==> config.mk <==
export PLATFORM = sky130hd
export DESIGN_NAME = dual_issue_queue_flat
export DESIGN_NICKNAME = d
export VERILOG_FILES = /design/src/rtl/dual_issue_queue_if.sv /design/src/rtl/dual_issue_queue.sv /design/src/flat_wrapper.sv
export SDC_FILE = /design/constraint.sdc
export NUM_CORES = 1
export LEC_CHECK = 0
export CORE_AREA = 2 2 249 251
export CTS_CLUSTER_DIAMETER = 150
export DETAILED_ROUTE_END_ITERATION = 16
export DIE_AREA = 0 0 251 253
export PLACE_DENSITY_LB_ADDON = 0.05
export SETUP_SLACK_MARGIN = 0.4
export SLEW_MARGIN = 20
export SYNTH_ARGS = -nofsm -noshare
export SYNTH_HDL_FRONTEND = slang
export SYNTH_SLANG_ARGS = --single-unit
==> constraint.sdc <==
create_clock -name clk -period 8.9 [get_ports clk]
set_input_delay 2.225 -clock clk [delete_from_list [all_inputs] [get_ports clk]]
set_output_delay 2.225 -clock clk [all_outputs]
set_load 0.01 [all_outputs]
==> src/rtl/dual_issue_queue_if.sv <==
// -----------------------------------------------------------------------------
// dual_issue_queue_if
//   Bundles the fetch-side and decode-side signals of the dual-issue
//   instruction queue.
//   master : fetch/decode pipeline control (drives F inputs, StallD, Flush)
//   slave  : the queue itself (drives FetchReady, decode slots, Count)
//   Signals:
//     InstrF1/InstrF2/PCF/ValidF1/ValidF2 : fetched pair, InstrF2 at PCF+4
//     FetchReady                          : room for two more instructions
//     StallD / Flush                      : decode hold / discard everything
//     InstrD1/2, PCD1/2, ValidD1/2        : registered decode slots
//     Count                               : current queue occupancy
// -----------------------------------------------------------------------------
interface dual_issue_queue_if #(
    parameter int DEPTH = 8,
    parameter int IW    = 32,
    parameter int PW    = 32
);
    localparam int CW = $clog2(DEPTH) + 1;

    logic [IW-1:0] InstrF1;
    logic [IW-1:0] InstrF2;
    logic [PW-1:0] PCF;
    logic          ValidF1;
    logic          ValidF2;
    logic          FetchReady;
    logic          StallD;
    logic          Flush;
    logic [IW-1:0] InstrD1;
    logic [IW-1:0] InstrD2;
    logic [PW-1:0] PCD1;
    logic [PW-1:0] PCD2;
    logic          ValidD1;
    logic          ValidD2;
    logic [CW-1:0] Count;

    modport master (
        output InstrF1, InstrF2, PCF, ValidF1, ValidF2, StallD, Flush,
        input  FetchReady, InstrD1, InstrD2, PCD1, PCD2, ValidD1, ValidD2, Count
    );

    modport slave (
        input  InstrF1, InstrF2, PCF, ValidF1, ValidF2, StallD, Flush,
        output FetchReady, InstrD1, InstrD2, PCD1, PCD2, ValidD1, ValidD2, Count
    );
endinterface

==> src/rtl/dual_issue_queue.sv <==
// -----------------------------------------------------------------------------
// dual_issue_queue
//   Instruction buffer plus IF/ID register for the two-wide front end.
//   Up to two fetched instructions are written per cycle into a circular
//   queue; each unstalled cycle the oldest one or two entries are moved into
//   the decode slots, pairing them only when the pair is hazard-free.
//   Ports:
//     clk    : clock, rising edge
//     rst_n  : asynchronous active-low reset
//     q_if   : dual_issue_queue_if.slave (fetch pair, stall/flush, D slots)
// -----------------------------------------------------------------------------
module dual_issue_queue #(
    parameter int DEPTH = 8,
    parameter int IW    = 32,
    parameter int PW    = 32
) (
    input  logic               clk,
    input  logic               rst_n,
    dual_issue_queue_if.slave  q_if
);
    localparam int AW = $clog2(DEPTH);
    localparam int CW = AW + 1;

    // Pairing-relevant view of one instruction.
    typedef struct packed {
        logic       has_dst;
        logic [4:0] dst;
        logic [4:0] rs;
        logic [4:0] rt;
        logic       uses_rt;
        logic       is_mem;
        logic       is_ctrl;
    } dec_t;

    // Only bits [31:11] (opcode and register fields) matter for pairing.
    function automatic dec_t decode(input logic [31:11] f);
        dec_t       d;
        logic [5:0] op;
        op        = f[31:26];
        d         = '0;
        d.rs      = f[25:21];
        d.rt      = f[20:16];
        if (op == 6'h00)
            d.dst = f[15:11];
        else if (op inside {6'h08, 6'h0A, 6'h0C, 6'h0D, 6'h23})
            d.dst = f[20:16];
        // Writes to register 0 are architecturally discarded.
        d.has_dst = (d.dst != 5'd0);
        d.uses_rt = op inside {6'h00, 6'h2B, 6'h04, 6'h05};
        d.is_mem  = op inside {6'h23, 6'h2B};
        d.is_ctrl = op inside {6'h02, 6'h04, 6'h05};
        return d;
    endfunction

    logic [IW-1:0] r_instr [DEPTH];
    logic [PW-1:0] r_pc    [DEPTH];
    logic [AW-1:0] r_head;
    logic [AW-1:0] r_tail;
    logic [CW-1:0] r_count;

    logic [IW-1:0] r_instr_d1, r_instr_d2;
    logic [PW-1:0] r_pc_d1, r_pc_d2;
    logic          r_valid_d1, r_valid_d2;

    logic [AW-1:0] w_head1;
    logic [AW-1:0] w_tail1;
    dec_t          w_dec_a;
    dec_t          w_dec_b;
    logic          w_illegal;
    logic          w_fetch_ready;
    logic          w_enq1;
    logic          w_enq2;
    logic [1:0]    w_n_enq;
    logic [1:0]    w_n_iss;

    // Power-of-two depth: pointer arithmetic wraps for free.
    assign w_head1 = r_head + AW'(1);
    assign w_tail1 = r_tail + AW'(1);

    assign w_dec_a = decode(r_instr[r_head][31:11]);
    assign w_dec_b = decode(r_instr[w_head1][31:11]);

    assign w_illegal =
        (w_dec_a.has_dst && ((w_dec_b.rs == w_dec_a.dst) ||
                             (w_dec_b.uses_rt && (w_dec_b.rt == w_dec_a.dst)))) ||
        (w_dec_a.has_dst && w_dec_b.has_dst && (w_dec_b.dst == w_dec_a.dst)) ||
        (w_dec_a.is_mem  && w_dec_b.is_mem) ||
        (w_dec_a.is_ctrl && w_dec_b.is_ctrl);

    // Registered occupancy only, so fetch never sees a same-cycle issue.
    assign w_fetch_ready = (r_count <= CW'(DEPTH - 2));

    assign w_enq1  = w_fetch_ready && q_if.ValidF1 && !q_if.Flush;
    assign w_enq2  = w_enq1 && q_if.ValidF2;
    assign w_n_enq = {1'b0, w_enq1} + {1'b0, w_enq2};

    always_comb begin
        // NOTE: default first so every path assigns it and no latch is inferred.
        w_n_iss = 2'd0;
        if (!q_if.StallD && !q_if.Flush) begin
            if (r_count == CW'(0))
                w_n_iss = 2'd0;
            else if ((r_count == CW'(1)) || w_illegal)
                w_n_iss = 2'd1;
            else
                w_n_iss = 2'd2;
        end
    end

    // NOTE: the storage array has no reset; Count gates which entries are live.
    always_ff @(posedge clk) begin
        if (w_enq1) begin
            r_instr[r_tail] <= q_if.InstrF1;
            r_pc[r_tail]    <= q_if.PCF;
        end
        if (w_enq2) begin
            r_instr[w_tail1] <= q_if.InstrF2;
            r_pc[w_tail1]    <= q_if.PCF + PW'(4);
        end
    end

    // NOTE: non-blocking assignments for all sequential state.
    always_ff @(posedge clk or negedge rst_n) begin
        if (!rst_n) begin
            r_head  <= '0;
            r_tail  <= '0;
            r_count <= '0;
        end else if (q_if.Flush) begin
            r_head  <= '0;
            r_tail  <= '0;
            r_count <= '0;
        end else begin
            r_head  <= r_head + AW'(w_n_iss);
            r_tail  <= r_tail + AW'(w_n_enq);
            r_count <= r_count + CW'(w_n_enq) - CW'(w_n_iss);
        end
    end

    always_ff @(posedge clk or negedge rst_n) begin
        if (!rst_n) begin
            r_valid_d1 <= 1'b0;
            r_valid_d2 <= 1'b0;
            r_instr_d1 <= '0;
            r_instr_d2 <= '0;
            r_pc_d1    <= '0;
            r_pc_d2    <= '0;
        end else if (q_if.Flush) begin
            r_valid_d1 <= 1'b0;
            r_valid_d2 <= 1'b0;
            r_instr_d1 <= '0;
            r_instr_d2 <= '0;
            r_pc_d1    <= '0;
            r_pc_d2    <= '0;
        end else if (!q_if.StallD) begin
            r_valid_d1 <= (w_n_iss != 2'd0);
            r_valid_d2 <= (w_n_iss == 2'd2);
            r_instr_d1 <= (w_n_iss != 2'd0) ? r_instr[r_head]  : '0;
            r_pc_d1    <= (w_n_iss != 2'd0) ? r_pc[r_head]     : '0;
            r_instr_d2 <= (w_n_iss == 2'd2) ? r_instr[w_head1] : '0;
            r_pc_d2    <= (w_n_iss == 2'd2) ? r_pc[w_head1]    : '0;
        end
    end

    assign q_if.FetchReady = w_fetch_ready;
    assign q_if.Count      = r_count;
    assign q_if.ValidD1    = r_valid_d1;
    assign q_if.ValidD2    = r_valid_d2;
    assign q_if.InstrD1    = r_instr_d1;
    assign q_if.InstrD2    = r_instr_d2;
    assign q_if.PCD1       = r_pc_d1;
    assign q_if.PCD2       = r_pc_d2;
endmodule
==> src/flat_wrapper.sv <==
// flat-port wrapper written by rule: the top's interface ports become plain ports
module dual_issue_queue_flat 
#(
    parameter int DEPTH = 8,
    parameter int IW    = 32,
    parameter int PW    = 32
)
  (clk, rst_n, q_if_InstrF1, q_if_InstrF2, q_if_PCF, q_if_ValidF1, q_if_ValidF2, q_if_StallD, q_if_Flush, q_if_FetchReady, q_if_InstrD1, q_if_InstrD2, q_if_PCD1, q_if_PCD2, q_if_ValidD1, q_if_ValidD2, q_if_Count);
  dual_issue_queue_if #(.DEPTH(DEPTH), .IW(IW), .PW(PW)) q_if_i ();
  input  logic clk;
  input  logic rst_n;
  input wire logic [$bits(q_if_i.InstrF1)-1:0] q_if_InstrF1;
  input wire logic [$bits(q_if_i.InstrF2)-1:0] q_if_InstrF2;
  input wire logic [$bits(q_if_i.PCF)-1:0] q_if_PCF;
  input wire logic [$bits(q_if_i.ValidF1)-1:0] q_if_ValidF1;
  input wire logic [$bits(q_if_i.ValidF2)-1:0] q_if_ValidF2;
  input wire logic [$bits(q_if_i.StallD)-1:0] q_if_StallD;
  input wire logic [$bits(q_if_i.Flush)-1:0] q_if_Flush;
  output wire logic [$bits(q_if_i.FetchReady)-1:0] q_if_FetchReady;
  output wire logic [$bits(q_if_i.InstrD1)-1:0] q_if_InstrD1;
  output wire logic [$bits(q_if_i.InstrD2)-1:0] q_if_InstrD2;
  output wire logic [$bits(q_if_i.PCD1)-1:0] q_if_PCD1;
  output wire logic [$bits(q_if_i.PCD2)-1:0] q_if_PCD2;
  output wire logic [$bits(q_if_i.ValidD1)-1:0] q_if_ValidD1;
  output wire logic [$bits(q_if_i.ValidD2)-1:0] q_if_ValidD2;
  output wire logic [$bits(q_if_i.Count)-1:0] q_if_Count;
  assign q_if_i.InstrF1 = q_if_InstrF1;
  assign q_if_i.InstrF2 = q_if_InstrF2;
  assign q_if_i.PCF = q_if_PCF;
  assign q_if_i.ValidF1 = q_if_ValidF1;
  assign q_if_i.ValidF2 = q_if_ValidF2;
  assign q_if_i.StallD = q_if_StallD;
  assign q_if_i.Flush = q_if_Flush;
  assign q_if_FetchReady = q_if_i.FetchReady;
  assign q_if_InstrD1 = q_if_i.InstrD1;
  assign q_if_InstrD2 = q_if_i.InstrD2;
  assign q_if_PCD1 = q_if_i.PCD1;
  assign q_if_PCD2 = q_if_i.PCD2;
  assign q_if_ValidD1 = q_if_i.ValidD1;
  assign q_if_ValidD2 = q_if_i.ValidD2;
  assign q_if_Count = q_if_i.Count;
  dual_issue_queue #(.DEPTH(DEPTH), .IW(IW), .PW(PW)) u_core (.clk(clk), .rst_n(rst_n), .q_if(q_if_i));
endmodule
==> results of run 1 <==
-- layout by cell type (no fill, tap or decap), types with 85 or more instances in the layout --
master	n
clkdlybuf4s50_1	235
nand2_1	1055
mux4_2	246
nor2_1	129
dfrtp_1	137
xor2_1	116
xnor2_1	116
o21ai_0	85
edfxtp_1	512
mux2i_1	143
-- worst paths after layout --
| path | startpoint | end | slack, ps | depth (start not counted) |
|---|---|---|---|---|
| worst max-delay path | u_core.r_head[1]$_DFF_PN0_ | u_core.q_if.Count[3]$_DFF_PN0_ | 2430 | 17 |
| worst min-delay path | u_core.q_if.InstrD2[5]$_DFFE_PN0P_ | u_core.q_if.InstrD2[5]$_DFFE_PN0P_ | 470 | 2 |
| worst max register to register | u_core.r_head[1]$_DFF_PN0_ | u_core.q_if.Count[3]$_DFF_PN0_ | 2430 | 17 |
| worst min register to register | u_core.q_if.InstrD2[5]$_DFFE_PN0P_ | u_core.q_if.InstrD2[5]$_DFFE_PN0P_ | 470 | 2 |
| max in group asynchronous | rst_n | u_core.q_if.PCD2[25]$_DFFE_PN0P_ | 5810 | 2 |
| min in group asynchronous | rst_n | u_core.q_if.InstrD1[24]$_DFFE_PN0P_ | 1700 | 1 |
-- power by group --
part | internal (uW) | leakage, uW | switching [uW]
combinational | 847 | 0.00708 | 1020
sequential | 3500 | 0.00653 | 135
clock | 1660 | 0.00108 | 1210
-- layer usage --
layer	share of wire (%)	global-route usage, %	wire length, um
met3	11	6.82	12300
met1	36	46.5	40200
met4	4.3	15.3	4760
met5	0	0	0
met2	48	57.6	53400
-- per-stage QoR --
stage / hold WS (ps) / instances / utilization [%] / instance area, um^2
final: 474 / 4014 / 67.5 / 41200
after global routing: 502 / 4013 / 67.5 / 41200
after CTS: 478 / 4013 / 67.5 / 41200
after detailed placement: 465 / 3883 / 63.9 / 39000
after global placement: 462 / 3883 / 63.9 / 39000
after floorplan: 515 / 3098 / - / 36300
-- layout make-up --
class	count	area share [%]
flip-flops and latches	652	45.8
diodes	1	0.00607
inverters	17	0.155
clock inverters	21	0.383
repair buffers	289	6.72
multi-input cells	2135	39.5
well taps	790	2.40
clock buffers	109	5.01
-- tightest hold or removal path, delay by kind of cell (launching register included) --
| family | cells | cell delay, ps |
|---|---|---|
| flip-flops | 1 | 340 |
| AND/OR/NAND/NOR | 1 | 50 |
| AO/OA/AOI/OAI | 1 | 50 |
-- registers in the layout, summed over array words and instances, names as in the netlist --
name / count
u_core.r_instr: 256
u_core.r_pc: 256
u_core.q_if.InstrD1: 32
u_core.q_if.InstrD2: 32
u_core.q_if.PCD1: 32
u_core.q_if.PCD2: 32
u_core.q_if.Count: 4
u_core.r_head: 3
u_core.r_tail: 3
u_core.q_if.ValidD1: 1
u_core.q_if.ValidD2: 1
-- cell families (layout without fill, tap and decap cells) --
| logic type | count (synthesis) | in the layout | share of synthesized area (%) |
|---|---|---|---|
| simple gates | 1285 | 1285 | 13.9 |
| flops | 652 | 652 | 52.0 |
| mux | 406 | 406 | 19.9 |
| buf+inv | 311 | 436 | 3.80 |
| xor+xnor | 233 | 233 | 5.65 |
| compound gates | 196 | 196 | 4.13 |
| fa+ha+maj | 15 | 15 | 0.600 |
| other cells | 0 | 1 | 0 |
==> metrics, run 1 <==
post-layout min period 6470 ps; Pwr Total 8370 uW; worst slew pin tran 1180 ps; Max FO, Critical Path 51; Total Die Area 63,500 um^2; nets@finish 3,283; H-tree levels 3; DP HPWL around 64 mm; Setup WS pre-CTS around 1900 ps; vias per cell 6.47; DRT Wirelength 111 mm; Reg area 18,900 um^2; Syn Inst Count 3,098; # fillers 4,428; Rows 91; initial antenna violation count 1; synth warn 0; clock skew ~16 ps; status complete, no violations; slowest cell on the critical path buf_4; period utilisation layout 72.7%; first-pass GRT wire length 165 mm; I/O Pins 237; First-pass DRT Iterations 6; 1st-iter DRT viols 2,991; mapped cell area between 30,000 and 40,000 um^2; TritonCTS clock tree yes; CP Data Arrival Time 6950 ps; Crit path max-delay family simple AND/OR/NAND/NOR gates; worst hold path type reg -> reg; largest net degree at the start of global routing 78; Max-Cap Viols 0; sequential fraction of the synthesis area 52.0%; Post-CTS Setup Inserts 0; DRC viols 0; RSZ-0062 raised after global routing no; Area Growth Syn to Fin 13.6%; pwr/cell area 203 nW/um^2; Critical Path Start Type register; area of the multi-input gates 16,300 um^2; Via Count 26,000; Setup Crit Path Kind reg -> reg; top cell type's share of synthesized area 42.4%; post-synth cell types between 60 and 70; Worst Path Buf+Inv 2; setup TNS 0 ps; CP Capture Type register; gpl congestion 0.888; Peak Freq 154 MHz; layout cells sized above 1 15.3%; Slew Limit Fails 0; cells along the critical path buf_4 -> mux4_2 -> mux2i_1 -> o211ai_1 -> nor4_1 -> or2_2 -> mux2i_1 -> nor4_2 -> a311o_2 -> nor2_1 -> fa_1 -> inv_1 -> ha_1 -> a21o_1 -> a21oi_1 -> xnor2_1 -> nor2_1; core box area 61,000 um^2; ANT nets after route 0; max incr delay on CP 880 ps; commonest cells in the netlist 1,060 x nand2_1, 512 x edfxtp_1, 246 x mux4_2, 167 x clkbuf_1, 143 x mux2i_1; syn_nets between 3,000 and 4,000; CTS root buf clkbuf_16; Primary FF master, synth edfxtp_1; Die W 251 um; VDD IR max 145 uV; worst skew pair latency about 620 ps; number of synthesized flops with an enable pin 512; final global-route overflow total 0; Seq cells post-synth 652; TritonCTS Buffers 71; most common cell in the netlist nand2_1; final count of negative-setup-slack endpoints 0; top post-synthesis cells by area edfxtp_1 42%, mux4_2 15%, nand2_1 11%; Synth area leader edfxtp_1; cts hold-fix bufs 0; Die Ht ~250 um; # resized after CTS 0; Longest Clk Path Bufs 3; GRT Total Usage a little over a third; I/O Buffers 236; Final WS setup 2430 ps; Max-Slew Margin vs Limit 21.3%; leakage 0.0147 uW; CTS Sinks 652; Avg Cell Area, Syn 11.7 um^2; vias in the first global route roughly 26,000; asr flop ratio synth 21.5%; DR WL/cell 27.6 um; Final Hold Viols 0; Reg clk slew, reported paths roughly 60 ps; Crit path required time 9370 ps; initial core utilization about three fifths
Note: power is estimated with default switching activity, not from simulation.
==> run 2: changes to the inputs <==
- clock period: 8.9 -> 6.5 ns (I/O delays scaled with it)
==> run 2 against run 1 <==
  * Maximum frequency rose by 14%
  * Combinational power rose by 38%
  * Routed wire length fell by 0.96%
  * Largest cell class unchanged
==> metrics, run 2 (synthesis results as in run 1) <==
status complete, no violations; biggest regs u_core.r_instr x256, u_core.r_pc x256; Peak Freq 176 MHz (+14%); Flop pwr share 42.7% (-0.7 points); worst reg2reg endpoint u_core.q_if.Count[3]$_DFF_PN0_; DRT Wirelength 110 mm (-0.96%); Rows 91 (unchanged); Max-Cap Viols 0 (unchanged); max incr delay on CP 630 ps (-250 ps); setup TNS 0 ps (unchanged); CTS Sinks 652 (unchanged); cells along the critical path buf_4 -> mux2_2 -> o22ai_1 -> nor2_1 -> o32ai_1 -> a2bb2oi_1 -> xor2_1 -> nor4_2 -> a311o_2 -> nor2_1 -> fa_1 -> inv_1 -> ha_1 -> a21o_1 -> a21oi_1 -> xnor2_1 -> nor2_1; Longest Clk Path Bufs 3 (unchanged); Reg area 18,900 um^2 (unchanged); core box area 61,000 um^2 (unchanged); DP HPWL 64.8 mm (+1.5%); Die W 251 um (unchanged); Max-Slew Margin vs Limit 25.8% (+4.5 points); first-pass GRT wire length 163 mm (-1.0%); area of the multi-input gates 16,300 um^2 (-0.10%); Reg clk slew, reported paths 60 ps (about the same); initial core utilization 59.5% (unchanged); final global-route overflow total 0 (unchanged); CP Data Arrival Time 6150 ps (-800 ps); pwr/cell area 280 nW/um^2 (+38%); post-layout min period 5700 ps (-779 ps); First-pass DRT Iterations 6 (unchanged); Setup WS pre-CTS 606 ps (-1310 ps); initial antenna violation count 7 (+6); P_int 8350 uW (+39%); worst r2r src u_core.r_head[1]$_DFF_PN0_; TritonCTS clock tree yes; Final Hold Viols 0 (unchanged); Hold Crit Depth 2 (unchanged); Critical Path Start Type register; Setup Crit Path Kind reg -> reg; largest net degree at the start of global routing 87 (+12%); Area Growth Syn to Fin 14.6%; CTS root buf clkbuf_16; leakage 0.0149 uW (+1.4%); vias in the first global route 25,700 (-2.9%); worst hold path type reg -> reg; slowest cell on the critical path dfrtp_4; Die Ht 253 um (unchanged); leading cell type in the layout, fill and taps excluded nand2_1; Comb pwr share 22.0% (-0.3 points); hold_sp u_core.q_if.InstrD2[5]$_DFFE_PN0P_; Final WS setup 805 ps (-1620 ps); Worst R2R Path Depth 17 (unchanged); RSZ-0062 raised after global routing no; # fillers 4,358 (-1.6%); TritonCTS Buffers 71 (unchanged); Pwr Total 11,600 uW (+39%); H-tree levels 3 (unchanged); most frequent cells in the layout 1,055 x nand2_1, 512 x edfxtp_1, 246 x mux4_2; Via Count 25,900 (-0.25%); period utilisation layout 87.6% (+15 points); sw frac 28.2% (-0.099 points); Crit path required time 6960 ps (-2410 ps); clock skew 33.0 ps (+16.7 ps); worst slew pin tran 1110 ps (-64.8 ps); CP Capture Type register; I/O Buffers 236 (unchanged); I/O Pins 237 (unchanged); Total Die Area 63,500 um^2 (unchanged); layout cells sized above 1 16.6% (+1.2 points); Max FO, Critical Path 29 (-43%); DR WL/cell 27.1 um (-1.7%); nets@finish 3,305 (+0.67%); gpl congestion 0.890 (+0.16%); 1st-iter DRT viols 3,002 (+0.37%); Fin Hold WS 471 ps (-3.13 ps); GRT Total Usage 34.9% (-0.35 points); VDD IR max 191 uV (+32%); Placed Cells 3,905 (+0.57%); ANT nets after route 0 (unchanged); cell mode on critical path nor2_1; cts hold-fix bufs 0 (unchanged); final count of negative-setup-slack endpoints 0 (unchanged); Clk pwr share 35.3% (+1.0 points); DRC viols 0 (unchanged); Reg2Reg Setup Slack 800 ps (-1620 ps); vias per cell 6.41 (-0.97%); fin cells 4,043 (+0.72%); Hold Path Sink u_core.q_if.InstrD2[5]$_DFFE_PN0P_; Slew Limit Fails 0 (unchanged); worst skew pair latency 620 ps (about the same); NetSw 3280 uW (+38%)
-- run 2: changes by cell type in the layout (fill, tap and decap cells not counted), moves of 2 or more --
cell       delta
clkinv_2      +9
buf_4        +18
diode_2       +5
clkbuf_16     +4
nand2_4       -2
clkinv_1      -6
clkbuf_8      +6
clkinv_4      +2
buf_12        +5
clkbuf_1     -14
nand2_2       +2
-- run 2: repair_timing --
action | 4_1_cts | 5_1_grt
setup buffers | 0 | 0
hold endpoints to repair | 0 | 0
resized for setup | 0 | 1
endpoints found under the setup margin | 0 | 1
-- run 2: per-layer routing --
| metal | vias to the layer above | track usage, % | share of wire (%) |
|---|---|---|---|
| met5 | - | 0 | 0.021 |
| met4 | 4 | 13.6 | 3.7 |
| met3 | 263 | 6.36 | 10 |
| met2 | 1533 | 56.9 | 49 |
| met1 | 13000 | 47.1 | 37 |
| li1 | 11100 | - | - |
-- run 2: through the flow --
step	instance area [um^2]	utilization, %
final	41600	68.1
after global routing	41600	68.1
after CTS	41600	68.1
after detailed placement	39200	64.2
after global placement	39200	64.2
after floorplan	36300	-
-- run 2: worst max path at each step --
| stage | cells past startpoint | to | start |
|---|---|---|---|
| finish | 17 | u_core.q_if.Count[3]$_DFF_PN0_ | u_core.r_head[1]$_DFF_PN0_ |
| global route | 17 | u_core.q_if.Count[3]$_DFF_PN0_ | u_core.r_head[1]$_DFF_PN0_ |
| global placement | 12 | u_core.r_pc[4][30]$_DFFE_PP_ | q_if_PCF[3] |
| CTS | 17 | u_core.q_if.Count[3]$_DFF_PN0_ | u_core.r_head[0]$_DFF_PN0_ |
| detailed placement | 12 | u_core.r_pc[2][30]$_DFFE_PP_ | q_if_PCF[3] |
| floorplan | 3 | u_core.r_instr[7][0]$_DFFE_PP_ | q_if_Flush |
-- run 2: layout make-up --
| type | instances | share of cell area [%] |
|---|---|---|
| Sequential cell | 652 | 45.4 |
| Multi-Input combinational cell | 2135 | 39.1 |
| Timing Repair Buffer | 311 | 7.20 |
| Clock buffer | 105 | 5.28 |
| Tap cell | 790 | 2.38 |
| Clock inverter | 27 | 0.442 |
| Inverter | 17 | 0.153 |
| Antenna cell | 6 | 0.0361 |
-- run 2: power groups by stage --
| stage | sequential (uW) | combinational [uW] | clock (uW) |
|---|---|---|---|
| 6_report | 4970 | 2560 | 4100 |
| 3_5_place_dp | 5050 | 2550 | 0 |
| 3_3_place_gp | 5030 | 2510 | 0 |
| 4_1_cts | 4960 | 2560 | 4130 |
| 5_1_grt | 4990 | 2720 | 4300 |
| 2_1_floorplan | 5060 | 1550 | 0 |
-- run 2: worst max-delay path, delay by kind of cell (launching register included) --
family / cells / cell delay [ps]
simple gates: 4 / 720
buf+inv: 2 / 600
flops: 1 / 630
xor+xnor: 2 / 370
fa+ha+maj: 2 / 780
mux: 1 / 400
compound gates: 6 / 2010
